==> config.mk <==
export PLATFORM = sky130hd
export DESIGN_NAME = wb_trace_fifo
export DESIGN_NICKNAME = d
export VERILOG_FILES = /design/src/rtl/wb_trace_fifo.sv
export SDC_FILE = /design/constraint.sdc
export NUM_CORES = 1
export LEC_CHECK = 0
export CORE_MARGIN = 2
export CORE_UTILIZATION = 45
export CTS_CLUSTER_SIZE = 10
export DETAILED_ROUTE_END_ITERATION = 10
export GPL_TIMING_DRIVEN = 0
export PLACE_DENSITY = 0.69
export SYNTH_ARGS = -nofsm -noshare
export SYNTH_HDL_FRONTEND = slang
export SYNTH_SLANG_ARGS = --single-unit
==> constraint.sdc <==
create_clock -name clk -period 5.15 [get_ports clk]
set_input_delay 0.515 -clock clk [delete_from_list [all_inputs] [get_ports clk]]
set_output_delay 0.515 -clock clk [all_outputs]
set_load 0.01 [all_outputs]
==> src/rtl/wb_trace_fifo.sv <==
// Write-back trace FIFO: captures rd/data (and PC when WB_TRACE_PC_EN is defined) per
// register-file write, tags each with a sequence number and tracks drops on overflow.
module wb_trace_fifo #(
    parameter int DEPTH = 16,
    parameter int SEQ_W = 16
) (
    input  logic             clk,
    input  logic             reset,
    input  logic             wb_valid,
    input  logic [4:0]       wb_rd,
    input  logic [31:0]      wb_data,
`ifdef WB_TRACE_PC_EN
    input  logic [31:0]      wb_pc,
`endif
    input  logic             clear,
    output logic             out_valid,
    input  logic             out_ready,
    output logic [4:0]       out_rd,
    output logic [31:0]      out_data,
    output logic [SEQ_W-1:0] out_seq,
`ifdef WB_TRACE_PC_EN
    output logic [31:0]      out_pc,
`endif
    output logic [$clog2(DEPTH):0] count,
    output logic             overflow,
    output logic [15:0]      drop_cnt
);
    localparam int AW = $clog2(DEPTH);
    localparam int CW = AW + 1;
    localparam logic [CW-1:0] FULL_CNT = CW'(DEPTH);

    typedef struct packed {
`ifdef WB_TRACE_PC_EN
        logic [31:0]      pc;
`endif
        logic [SEQ_W-1:0] seq;
        logic [31:0]      data;
        logic [4:0]       rd;
    } entry_t;

    entry_t          mem_q [0:DEPTH-1];
    entry_t          wr_entry, head;
    logic [AW-1:0]   wr_ptr_q, wr_ptr_d, rd_ptr_q, rd_ptr_d;
    logic [CW-1:0]   count_q, count_d;
    logic [SEQ_W-1:0] seq_q, seq_d;
    logic            overflow_q, overflow_d;
    logic [15:0]     drop_cnt_q, drop_cnt_d;
    logic            wb_event, push, pop, drop, mem_we;

    assign out_valid = (count_q != '0);

    always_comb begin
        wb_event   = wb_valid && (wb_rd != 5'd0);
        pop        = out_valid && out_ready;
        // a full FIFO still accepts an event when the head leaves in the same cycle
        push       = wb_event && ((count_q != FULL_CNT) || pop);
        drop       = wb_event && !push;
        mem_we     = push && !clear;

        wr_entry      = '0;
        wr_entry.rd   = wb_rd;
        wr_entry.data = wb_data;
        wr_entry.seq  = seq_q;
`ifdef WB_TRACE_PC_EN
        wr_entry.pc   = wb_pc;
`endif

        wr_ptr_d   = wr_ptr_q;
        rd_ptr_d   = rd_ptr_q;
        count_d    = count_q;
        seq_d      = seq_q;
        overflow_d = overflow_q;
        drop_cnt_d = drop_cnt_q;

        if (clear) begin
            wr_ptr_d   = '0;
            rd_ptr_d   = '0;
            count_d    = '0;
            seq_d      = '0;
            overflow_d = 1'b0;
            drop_cnt_d = '0;
        end else begin
            if (push) wr_ptr_d = wr_ptr_q + AW'(1);
            if (pop)  rd_ptr_d = rd_ptr_q + AW'(1);
            case ({push, pop})
                2'b10:   count_d = count_q + CW'(1);
                2'b01:   count_d = count_q - CW'(1);
                default: count_d = count_q;
            endcase
            if (wb_event) seq_d = seq_q + SEQ_W'(1);
            if (drop) begin
                overflow_d = 1'b1;
                if (drop_cnt_q != 16'hFFFF) drop_cnt_d = drop_cnt_q + 16'd1;
            end
        end
    end

    always_ff @(posedge clk) begin
        if (!reset) begin
            wr_ptr_q   <= '0;
            rd_ptr_q   <= '0;
            count_q    <= '0;
            seq_q      <= '0;
            overflow_q <= 1'b0;
            drop_cnt_q <= '0;
        end else begin
            wr_ptr_q   <= wr_ptr_d;
            rd_ptr_q   <= rd_ptr_d;
            count_q    <= count_d;
            seq_q      <= seq_d;
            overflow_q <= overflow_d;
            drop_cnt_q <= drop_cnt_d;
        end
    end

    // storage needs no reset: out_* fields are masked while the FIFO is empty
    always_ff @(posedge clk) begin
        if (mem_we) mem_q[wr_ptr_q] <= wr_entry;
    end

    always_comb begin
        head     = mem_q[rd_ptr_q];
        out_rd   = out_valid ? head.rd   : '0;
        out_data = out_valid ? head.data : '0;
        out_seq  = out_valid ? head.seq  : '0;
`ifdef WB_TRACE_PC_EN
        out_pc   = out_valid ? head.pc   : '0;
`endif
    end

    assign count    = count_q;
    assign overflow = overflow_q;
    assign drop_cnt = drop_cnt_q;
endmodule
==> results of run 1 <==
placed cells by master (no fill, tap or decap), types with 7 or more instances in the layout:
cell / count
buf_12: 26
xor2_1: 9
or3_1: 7
ha_1: 10
clkbuf_16: 101
nor4_1: 8
nor2_4: 16
edfxtp_1: 848
buf_16: 8
nor3_1: 9
buf_1: 20
nand4_1: 12
mux2i_1: 112
a21oi_1: 16
nor2_1: 39
o22ai_1: 53
xnor2_1: 18
dfxtp_1: 50
nand3_1: 14
inv_1: 10
clkdlybuf4s50_1: 117
clkbuf_1: 90
mux4_2: 212
nand2_1: 20
power groups by stage:
stage | Sequential (mW) | Clock [mW] | Combinational, mW
after global placement | 8.15 | 0 | 0.443
after global routing | 8.00 | 6.56 | 0.495
after detailed placement | 8.15 | 0 | 0.465
after floorplan | 8.15 | 0 | 0.210
final | 8.00 | 6.18 | 0.462
after CTS | 8.00 | 6.27 | 0.468
cell type report:
| cell class | count | area [um2] |
|---|---|---|
| Clock buffer | 140 | 2680 |
| Inverter | 10 | 37.5 |
| Buffer | 82 | 342 |
| Tap cell | 978 | 1220 |
| Multi-Input combinational cell | 600 | 7700 |
| Fill cell | 5692 | 35400 |
| Clock inverter | 5 | 65.1 |
| Sequential cell | 898 | 26500 |
| Timing Repair Buffer | 151 | 1910 |
| Antenna cell | 1 | 2.50 |
worst min path at each step:
stage,from,to,cells after the start
after floorplan,rd_ptr_q[3]$_SDFFE_PP0P_,flip-flop,2
after global placement,drop_cnt[5]$_SDFFE_PP0P_,drop_cnt[5]$_SDFFE_PP0P_,2
after detailed placement,drop_cnt[5]$_SDFFE_PP0P_,drop_cnt[5]$_SDFFE_PP0P_,2
after CTS,drop_cnt[5]$_SDFFE_PP0P_,drop_cnt[5]$_SDFFE_PP0P_,2
after global routing,drop_cnt[5]$_SDFFE_PP0P_,drop_cnt[5]$_SDFFE_PP0P_,2
final,drop_cnt[5]$_SDFFE_PP0P_,drop_cnt[5]$_SDFFE_PP0P_,2
registers in the layout (all words and copies together), names as in the netlist, named ones only:
name	flops
rd_ptr_q	4
wr_ptr_q	4
seq_q	16
drop_cnt	16
overflow	1
mem_q	848
count	5
routing by layer:
metal | vias to the layer above | track usage (%) | part of all wire [%]
met5 | - | 0 | 0.015
met4 | 2 | 5.72 | 2.4
met3 | 137 | 4.01 | 8.2
met2 | 790 | 33.1 | 49
met1 | 9025 | 28.1 | 40
li1 | 7167 | - | -
timing repair:
action	in CTS	in global routing
resized for setup	2	10
hold buffers	0	0
endpoints found under the setup margin	1	14
setup buffers	0	0
critical path, stage by stage (launching register included):
cell             delay [ns]
dfxtp_1                0.31
clkbuf_1               0.52
clkbuf_1               0.81
clkbuf_1               0.87
mux2i_1                0.25
o22ai_1                0.53
clkdlybuf4s50_1        0.66
kinds of logic after synthesis:
kind of cell	after synthesis	synth area share (%)
flops	898	76.9
mux	324	17.1
simple gates	146	2.12
compound gates	92	1.67
buf+inv	92	1.06
xor+xnor	27	0.687
fa+ha+maj	11	0.422
through the flow:
step / hold WS, ns / instances / setup TNS, ns
2_1_floorplan: 0.485 / 1590 / 0
3_3_place_gp: 0.485 / 2685 / -2417.75
3_5_place_dp: 0.493 / 2719 / 0
4_1_cts: 0.502 / 2864 / 0
5_1_grt: 0.549 / 2864 / 0
6_report: 0.508 / 2865 / 0
==> flow_metrics.py, run 1 <==
metrics = {
    "synthesis": {
        "ys_async_sr_fraction_pct": 0,
        "synth_edf_count": 848,
        "yosys-top-cells-area": "edfxtp_1 (74%), mux4_2 (14%), mux2i_1 (3.3%), dfxtp_1 (2.9%), o22ai_1 (0.96%)",
        "syn_area_per_cell_um2": 21.6,
        "yosysTopAreaCellShare_pct": 74.0,
        "ys_dominant_reg_cell": "edfxtp_1",
        "synth-seq-cells": 898,
        "synth_warnings": 0,
        "synth_fp_nets": 1643,
        "yosysMostFrequentCell": "edfxtp_1",
        "synth_common_cells": "edfxtp_1 (848), mux4_2 (212), mux2i_1 (112), nor2_1 (55), o22ai_1 (53)",
        "synth_cells": 1590,
        "yosysUniqueCellTypes": 48,
        "ys_seq_area_share_pct": 76.9,
        "syn_area_mm2": 0.0344,
        "yosys.area.top_type": "edfxtp_1",
    },
    "detailed_routing": {
        "finalWirelength_um": 78500,
        "ant_nets": 0,
        "drc": 0,
        "drt-pass1-iter-count": 5,
        "vias": 17100,
        "avgRoutedWirePerCell_um": 27.4,
        "via_per_inst": 5.98,
        "drt-initial-drc-count": 1982,
    },
    "power_and_ir_drop": {
        "ir_drop_uv": 269,
        "total_power_mw": 14.6,
        "pwr-share-comb_pct": 3.2,
        "power.density_mw_per_mm2": 362,
        "p_leak_nw": 11.5,
        "p_int_mw": 11.7,
        "p_clk_share_pct": 42.2,
        "sequentialPowerShare_pct": 54.7,
        "p_sw_mw": 2.89,
        "sw_frac_of_total_pct": 19.7,
    },
    "global_routing": {
        "grt_pass1_wl_um": 116000,
        "grt_start_max_net_pins": 24,
        "grt_pass1_vias": 18100,
        "grt.overflow.total": 0,
        "globalRouteTotalUtil_pct": 20.3,
        "antenna_found_initial": 3,
    },
    "placement": {
        "dp.final_hpwl_um": 48600,
        "placedInstanceArea_mm2": 0.0377,
        "place_ws_ns": 0.427,
        "gp_congestion": 0.799,
        "portBuffers": 117,
    },
    "finish": {
        "fin_area_mm2": 0.0404,
        "fin_nets": 1896,
        "flow.area_growth_from_synthesis_pct": 17.5,
        "final_core_util_pct": 53.3,
        "drive_gt1_share_pct": 20.5,
    },
    "sta": {
        "rsz0062_at_grt": "false",
        "post-route-period-util_pct": 99.3,
        "hold_viol": 0,
        "finalCriticalPeriod_ns": 5.11,
        "setup_violations": 0,
        "fmax_mhz": 196,
        "maxSlewHeadroom_pct": 25.1,
        "fin_worst_skew_ns": 0.0199,
        "setup_ws_ns": 0.0370,
        "drv_slew": 0,
        "tightestPinTransition_ns": 1.12,
    },
    "clock_network": {
        "cts_buffer_depth": 3,
        "clock-sinks": 898,
        "clk_latency_ns": 0.64,
        "cts-root-buf": "clkbuf_16",
        "cts_tree": "yes",
        "clkSlewWorstSetupHoldPaths_ns": 0.06,
        "ctsHtreeMaxLevel": 3,
        "numCtsBuffers": 100,
    },
    "run": {
        "drv_cap": 0,
    },
    "floorplan": {
        "die_y_um": 281,
        "start_util_pct": 45.4,
        "die_area_mm2": 0.0787,
        "fp.dieW_um": 281,
        "ioPinCount": 118,
        "core_area_mm2": 0.0758,
        "rows": 101,
    },
    "worst_setup_path": {
        "worstSetupPathType": "flip-flop to output port",
        "worstSetupEndpoint": "out_seq[4]",
        "reg2reg_slack_ns": 1.94,
        "crit_fanout": 10,
        "worstPathArrival_ns": 4.60,
        "crit_path_end_kind": "output port",
        "startpoint_type": "flip-flop",
        "r2r-start": "count[1]$_SDFFE_PP0P_",
        "cp.required_ns": 4.64,
        "r2r_cells": 8,
        "r2r_end": "mem_q[1][24]$_DFFE_PP_",
    },
    "run_status": {
        "status": "completed",
    },
    "worst_hold_path": {
        "hold_class": "flip-flop to flip-flop",
    },
}
No activity file was read; power rests on OpenSTA's default activity.
==> run 2, diff against run 1 <==
--- a/config.mk
+++ b/config.mk
@@ -10,7 +10,9 @@
 export CTS_CLUSTER_SIZE = 10
 export DETAILED_ROUTE_END_ITERATION = 10
 export GPL_TIMING_DRIVEN = 0
+export MAX_ROUTING_LAYER = met4
 export PLACE_DENSITY = 0.69
 export SYNTH_ARGS = -nofsm -noshare
 export SYNTH_HDL_FRONTEND = slang
 export SYNTH_SLANG_ARGS = --single-unit
+export TNS_END_PERCENT = 10
==> flow_metrics.py, run 2 (synthesis results as in run 1) <==
metrics = {
    "finish": {
        "flow.area_growth_from_synthesis_pct": 17.5,
        "final_common_cell": "edfxtp_1",
        "final_cell_mix": "edfxtp_1 (848), mux4_2 (212), clkdlybuf4s50_1 (117)",
        "multi_input_area_mm2": 0.00770,
        "fin_nets": 1896,
        "drive_gt1_share_pct": 20.5,
        "top_register": "mem_q",
        "seq_area_mm2": 0.0265,
        "largest_reg_flops": 848,
        "final_core_util_pct": 53.3,
        "fill_cells": 5691,
    },
    "floorplan": {
        "die_y_um": 281,
        "die_area_mm2": 0.0787,
        "ioPinCount": 118,
        "fp.dieW_um": 281,
        "start_util_pct": 45.4,
        "core_area_mm2": 0.0758,
        "rows": 101,
    },
    "worst_setup_path": {
        "crit_fanout": 10,
        "crit_top_cell": "clkbuf_1",
        "cp_slowest_cell": "clkbuf_1",
        "cp.required_ns": 4.64,
        "crit_cells": 6,
        "r2r_end": "mem_q[1][24]$_DFFE_PP_",
        "cp.buffers_inverters": 4,
        "crit_path_cell_trace": "clkbuf_1, clkbuf_1, clkbuf_1, mux2i_1, o22ai_1, clkdlybuf4s50_1",
        "r2r_cells": 8,
        "worstSetupEndpoint": "out_seq[4]",
        "reg2reg_slack_ns": 1.93,
        "worstPathArrival_ns": 4.62,
        "startpoint_type": "flip-flop",
        "r2r-start": "count[1]$_SDFFE_PP0P_",
        "critPathMaxStageDelay_ns": 0.86,
        "crit_path_end_kind": "output port",
        "crit_family": "buffers and inverters",
        "worstSetupPathType": "flip-flop to output port",
    },
    "global_routing": {
        "globalRouteTotalUtil_pct": 21.0,
        "antenna_found_initial": 3,
        "grt_pass1_wl_um": 116000,
        "grt_pass1_vias": 18000,
        "grt_start_max_net_pins": 24,
        "grt.overflow.total": 0,
    },
    "run": {
        "drv_cap": 0,
    },
    "sta": {
        "fin_worst_skew_ns": 0.0177,
        "tightestPinTransition_ns": 1.15,
        "finalCriticalPeriod_ns": 5.13,
        "fin_setup_tns_ns": 0,
        "rsz0062_at_grt": "false",
        "setup_violations": 0,
        "drv_slew": 0,
        "post-route-period-util_pct": 99.7,
        "maxSlewHeadroom_pct": 23.5,
        "hold_viol": 0,
        "fmax_mhz": 195,
        "holdWs_ns": 0.507,
    },
    "clock_network": {
        "clkSlewWorstSetupHoldPaths_ns": 0.05,
        "cts-root-buf": "clkbuf_16",
        "ctsHtreeMaxLevel": 3,
        "post_cts_buffers": 0,
        "numCtsBuffers": 100,
        "clk_latency_ns": 0.64,
        "cts_buffer_depth": 3,
        "cts_tree": "yes",
        "clock-sinks": 898,
    },
    "power_and_ir_drop": {
        "ir_drop_uv": 267,
        "p_int_mw": 11.7,
        "p_clk_share_pct": 42.2,
        "sequentialPowerShare_pct": 54.7,
        "power.density_mw_per_mm2": 362,
        "p_leak_nw": 11.5,
        "p_sw_mw": 2.88,
        "pwr-share-comb_pct": 3.2,
        "sw_frac_of_total_pct": 19.7,
    },
    "placement": {
        "portBuffers": 117,
        "gp_congestion": 0.811,
        "dp.final_hpwl_um": 48600,
    },
    "worst_hold_path": {
        "hold_class": "flip-flop to flip-flop",
    },
    "detailed_routing": {
        "via_per_inst": 5.94,
        "ant_nets": 0,
        "avgRoutedWirePerCell_um": 27.3,
        "drt-initial-drc-count": 1852,
        "vias": 17000,
        "drt-pass1-iter-count": 6,
        "drc": 0,
        "finalWirelength_um": 78400,
    },
    "run_status": {
        "status": "completed",
    },
}
## run 2: stage by stage
step	worst slack (ns)	area, um2	std cells	power (mW)
floorplan	1.06	34400	1590	8.36
global placement	-3.18	36800	2685	8.59
detailed placement	0.427	37700	2719	8.61
CTS	0.0703	40400	2864	14.7
global route	0.0165	40400	2866	15.0
finish	0.0173	40400	2866	14.6
## run 2: worst min-delay path by stage
stage / start / end / slack, ns / cells past startpoint
finish: drop_cnt[5]$_SDFFE_PP0P_ / drop_cnt[5]$_SDFFE_PP0P_ / 0.51 / 2
global route: drop_cnt[5]$_SDFFE_PP0P_ / drop_cnt[5]$_SDFFE_PP0P_ / 0.55 / 2
CTS: drop_cnt[5]$_SDFFE_PP0P_ / drop_cnt[5]$_SDFFE_PP0P_ / 0.50 / 2
detailed placement: drop_cnt[5]$_SDFFE_PP0P_ / drop_cnt[5]$_SDFFE_PP0P_ / 0.49 / 2
global placement: drop_cnt[5]$_SDFFE_PP0P_ / drop_cnt[5]$_SDFFE_PP0P_ / 0.48 / 2
floorplan: rd_ptr_q[3]$_SDFFE_PP0P_ / flip-flop / 0.48 / 2
## run 2: layer usage
metal / wire [um] / global-route usage (%) / vias up
li1: - / - / 7163
met2: 38500 / 33.2 / 827
met3: 6650 / 4.00 / 137
met1: 31400 / 28.1 / 8884
met5: 0 / - / -
met4: 1880 / 5.69 / 0
## run 2: timing repair
item,in CTS,in global routing
setup endpoints to repair,1,14
hold buffers,0,0
gates resized for setup,2,10
pin swaps,0,0
## run 2: final cells by class
type,count,share of cell area (%)
sequential,898,65.5
timing repair buffer,151,4.73
clock inverter,5,0.161
buffer,82,0.845
tap,978,3.03
inverter,10,0.0928
clock buffer,140,6.64
antenna,2,0.0124
multi-input combinational,600,19.0
## run 2: power by group through the flow
stage	clock network (mW)	logic (mW)	registers [mW]
global placement	0	0.443	8.15
finish	6.17	0.463	8.00
CTS	6.27	0.468	8.00
global route	6.56	0.495	8.00
detailed placement	0	0.465	8.15
floorplan	0	0.210	8.15
## run 2: worst register-to-register path: stages, from the launching register on
cell	delay, ns
dfxtp_1	0.36
or4_4	0.53
buf_6	0.15
nor3b_1	0.61
nor2_1	0.24
nand2_1	0.41
nor2_4	0.21
buf_12	0.25
buf_12	0.21
==> run 3, diff against run 2 <==
==> constraint.sdc (replaced) <==
create_clock -name clk -period 5.2 [get_ports clk]
set_input_delay 0.52 -clock clk [delete_from_list [all_inputs] [get_ports clk]]
set_output_delay 0.52 -clock clk [all_outputs]
set_load 0.01 [all_outputs]
==> flow_metrics.py, run 3 (synthesis results as in run 1) <==
metrics = {
    "floorplan": {
        "die_area_mm2": 0.0787,
        "rows": 101,
        "ioPinCount": 118,
        "core_area_mm2": 0.0758,
        "start_util_pct": 45.4,
        "fp.dieW_um": 281,
        "die_y_um": 281,
    },
    "detailed_routing": {
        "drt-initial-drc-count": 1834,
        "ant_nets": 0,
        "finalWirelength_um": 78300,
        "drt-pass1-iter-count": 5,
        "drc": 0,
        "avgRoutedWirePerCell_um": 27.3,
        "vias": 17100,
        "via_per_inst": 5.95,
    },
    "sta": {
        "tightestPinTransition_ns": 1.17,
        "setup_violations": 0,
        "post-route-period-util_pct": 97.3,
        "drv_slew": 0,
        "setup_ws_ns": 0.140,
        "hold_viol": 0,
        "finalCriticalPeriod_ns": 5.06,
        "fmax_mhz": 198,
        "maxSlewHeadroom_pct": 21.7,
        "fin_worst_skew_ns": 0.0193,
        "rsz0062_at_grt": "false",
    },
    "clock_network": {
        "clock-sinks": 898,
        "cts_hold_buf": 0,
        "cts_tree": "yes",
        "clk_latency_ns": 0.64,
        "cts_buffer_depth": 3,
        "cts-root-buf": "clkbuf_16",
        "numCtsBuffers": 100,
        "clkSlewWorstSetupHoldPaths_ns": 0.05,
        "ctsHtreeMaxLevel": 3,
    },
    "placement": {
        "place_ws_ns": 0.472,
        "portBuffers": 117,
        "dp.final_hpwl_um": 48600,
        "gp_congestion": 0.811,
    },
    "global_routing": {
        "grt_pass1_wl_um": 116000,
        "globalRouteTotalUtil_pct": 21.0,
        "antenna_found_initial": 3,
        "grt_start_max_net_pins": 24,
        "grt.overflow.total": 0,
        "grt_pass1_vias": 18000,
    },
    "finish": {
        "fin_nets": 1896,
        "seq_area_mm2": 0.0265,
        "flow.area_growth_from_synthesis_pct": 17.5,
        "largest_reg_flops": 848,
        "top_register": "mem_q",
        "final_core_util_pct": 53.3,
        "final_cell_mix": "edfxtp_1 (848), mux4_2 (212), clkdlybuf4s50_1 (117)",
        "drive_gt1_share_pct": 20.5,
        "final_common_cell": "edfxtp_1",
        "fill_cells": 5692,
        "multi_input_area_mm2": 0.00770,
    },
    "worst_setup_path": {
        "worstSetupPathType": "flip-flop to output port",
        "worstPathArrival_ns": 4.54,
        "cp.required_ns": 4.68,
        "crit_fanout": 10,
        "crit_path_end_kind": "output port",
        "startpoint_type": "flip-flop",
    },
    "power_and_ir_drop": {
        "power.density_mw_per_mm2": 358,
        "ir_drop_uv": 265,
        "p_leak_nw": 11.5,
        "total_power_mw": 14.5,
    },
    "run": {
        "drv_cap": 0,
    },
    "run_status": {
        "status": "completed",
    },
    "worst_hold_path": {
        "hold_class": "flip-flop to flip-flop",
    },
}
-- run 3: cell counts in the layout (fill, tap and decap cells not counted) --
No cell type changed its count.
-- run 3: layout make-up --
class,instances,area share [%]
Timing Repair Buffer,151,4.73
Antenna cell,2,0.0124
Clock inverter,5,0.161
Inverter,10,0.0928
Buffer,82,0.842
Sequential cell,898,65.5
Tap cell,978,3.03
Clock buffer,140,6.64
Multi-Input combinational cell,600,19.0
-- run 3: worst max-delay path, cell delays in order (launching register included) --
cell,delay [ns]
dfxtp_1,0.31
clkbuf_1,0.50
clkbuf_1,0.81
clkbuf_1,0.85
mux2i_1,0.24
o22ai_1,0.52
clkdlybuf4s50_1,0.66
-- run 3: report_power, final --
group | internal, mW | switching (mW) | leakage (nW)
Combinational | 0.191 | 0.267 | 2.49
Clock | 3.53 | 2.58 | 1.33
Sequential | 7.91 | 0.0119 | 7.66
Total | 11.6 | 2.86 | 11.5
-- run 3: stage by stage --
step                      std cells  hold slack (ns)  instance area [um2]  setup TNS (ns)
after floorplan                1590            0.485                34400               0
after global placement         2685            0.485                36800        -2379.59
after detailed placement       2719            0.493                37700               0
after CTS                      2864            0.502                40400               0
after global routing           2866            0.549                40400               0
final                          2866            0.508                40400               0
-- run 3: what timing repair did --
action | 4_1_cts | 5_1_grt
gates resized for setup | 1 | 10
setup buffers | 0 | 0
setup endpoints to repair | 1 | 12
-- run 3: path summary, 6_finish.rpt --
check	from	endpoint	slack, ns	cells past startpoint
min	drop_cnt[5]$_SDFFE_PP0P_	drop_cnt[5]$_SDFFE_PP0P_	0.51	2
min reg2reg	drop_cnt[5]$_SDFFE_PP0P_	drop_cnt[5]$_SDFFE_PP0P_	0.51	2
max	flip-flop	out_seq[4]	0.14	6
max reg2reg	count[1]$_SDFFE_PP0P_	mem_q[2][31]$_DFFE_PP_	1.99	8
-- run 3: per-layer routing --
metal	global-route usage (%)	vias to the layer above	routed length, um
li1	-	7167	-
met1	28.1	8915	31300
met2	33.2	849	38500
met3	4.05	136	6760
met4	5.58	0	1820
met5	-	-	0
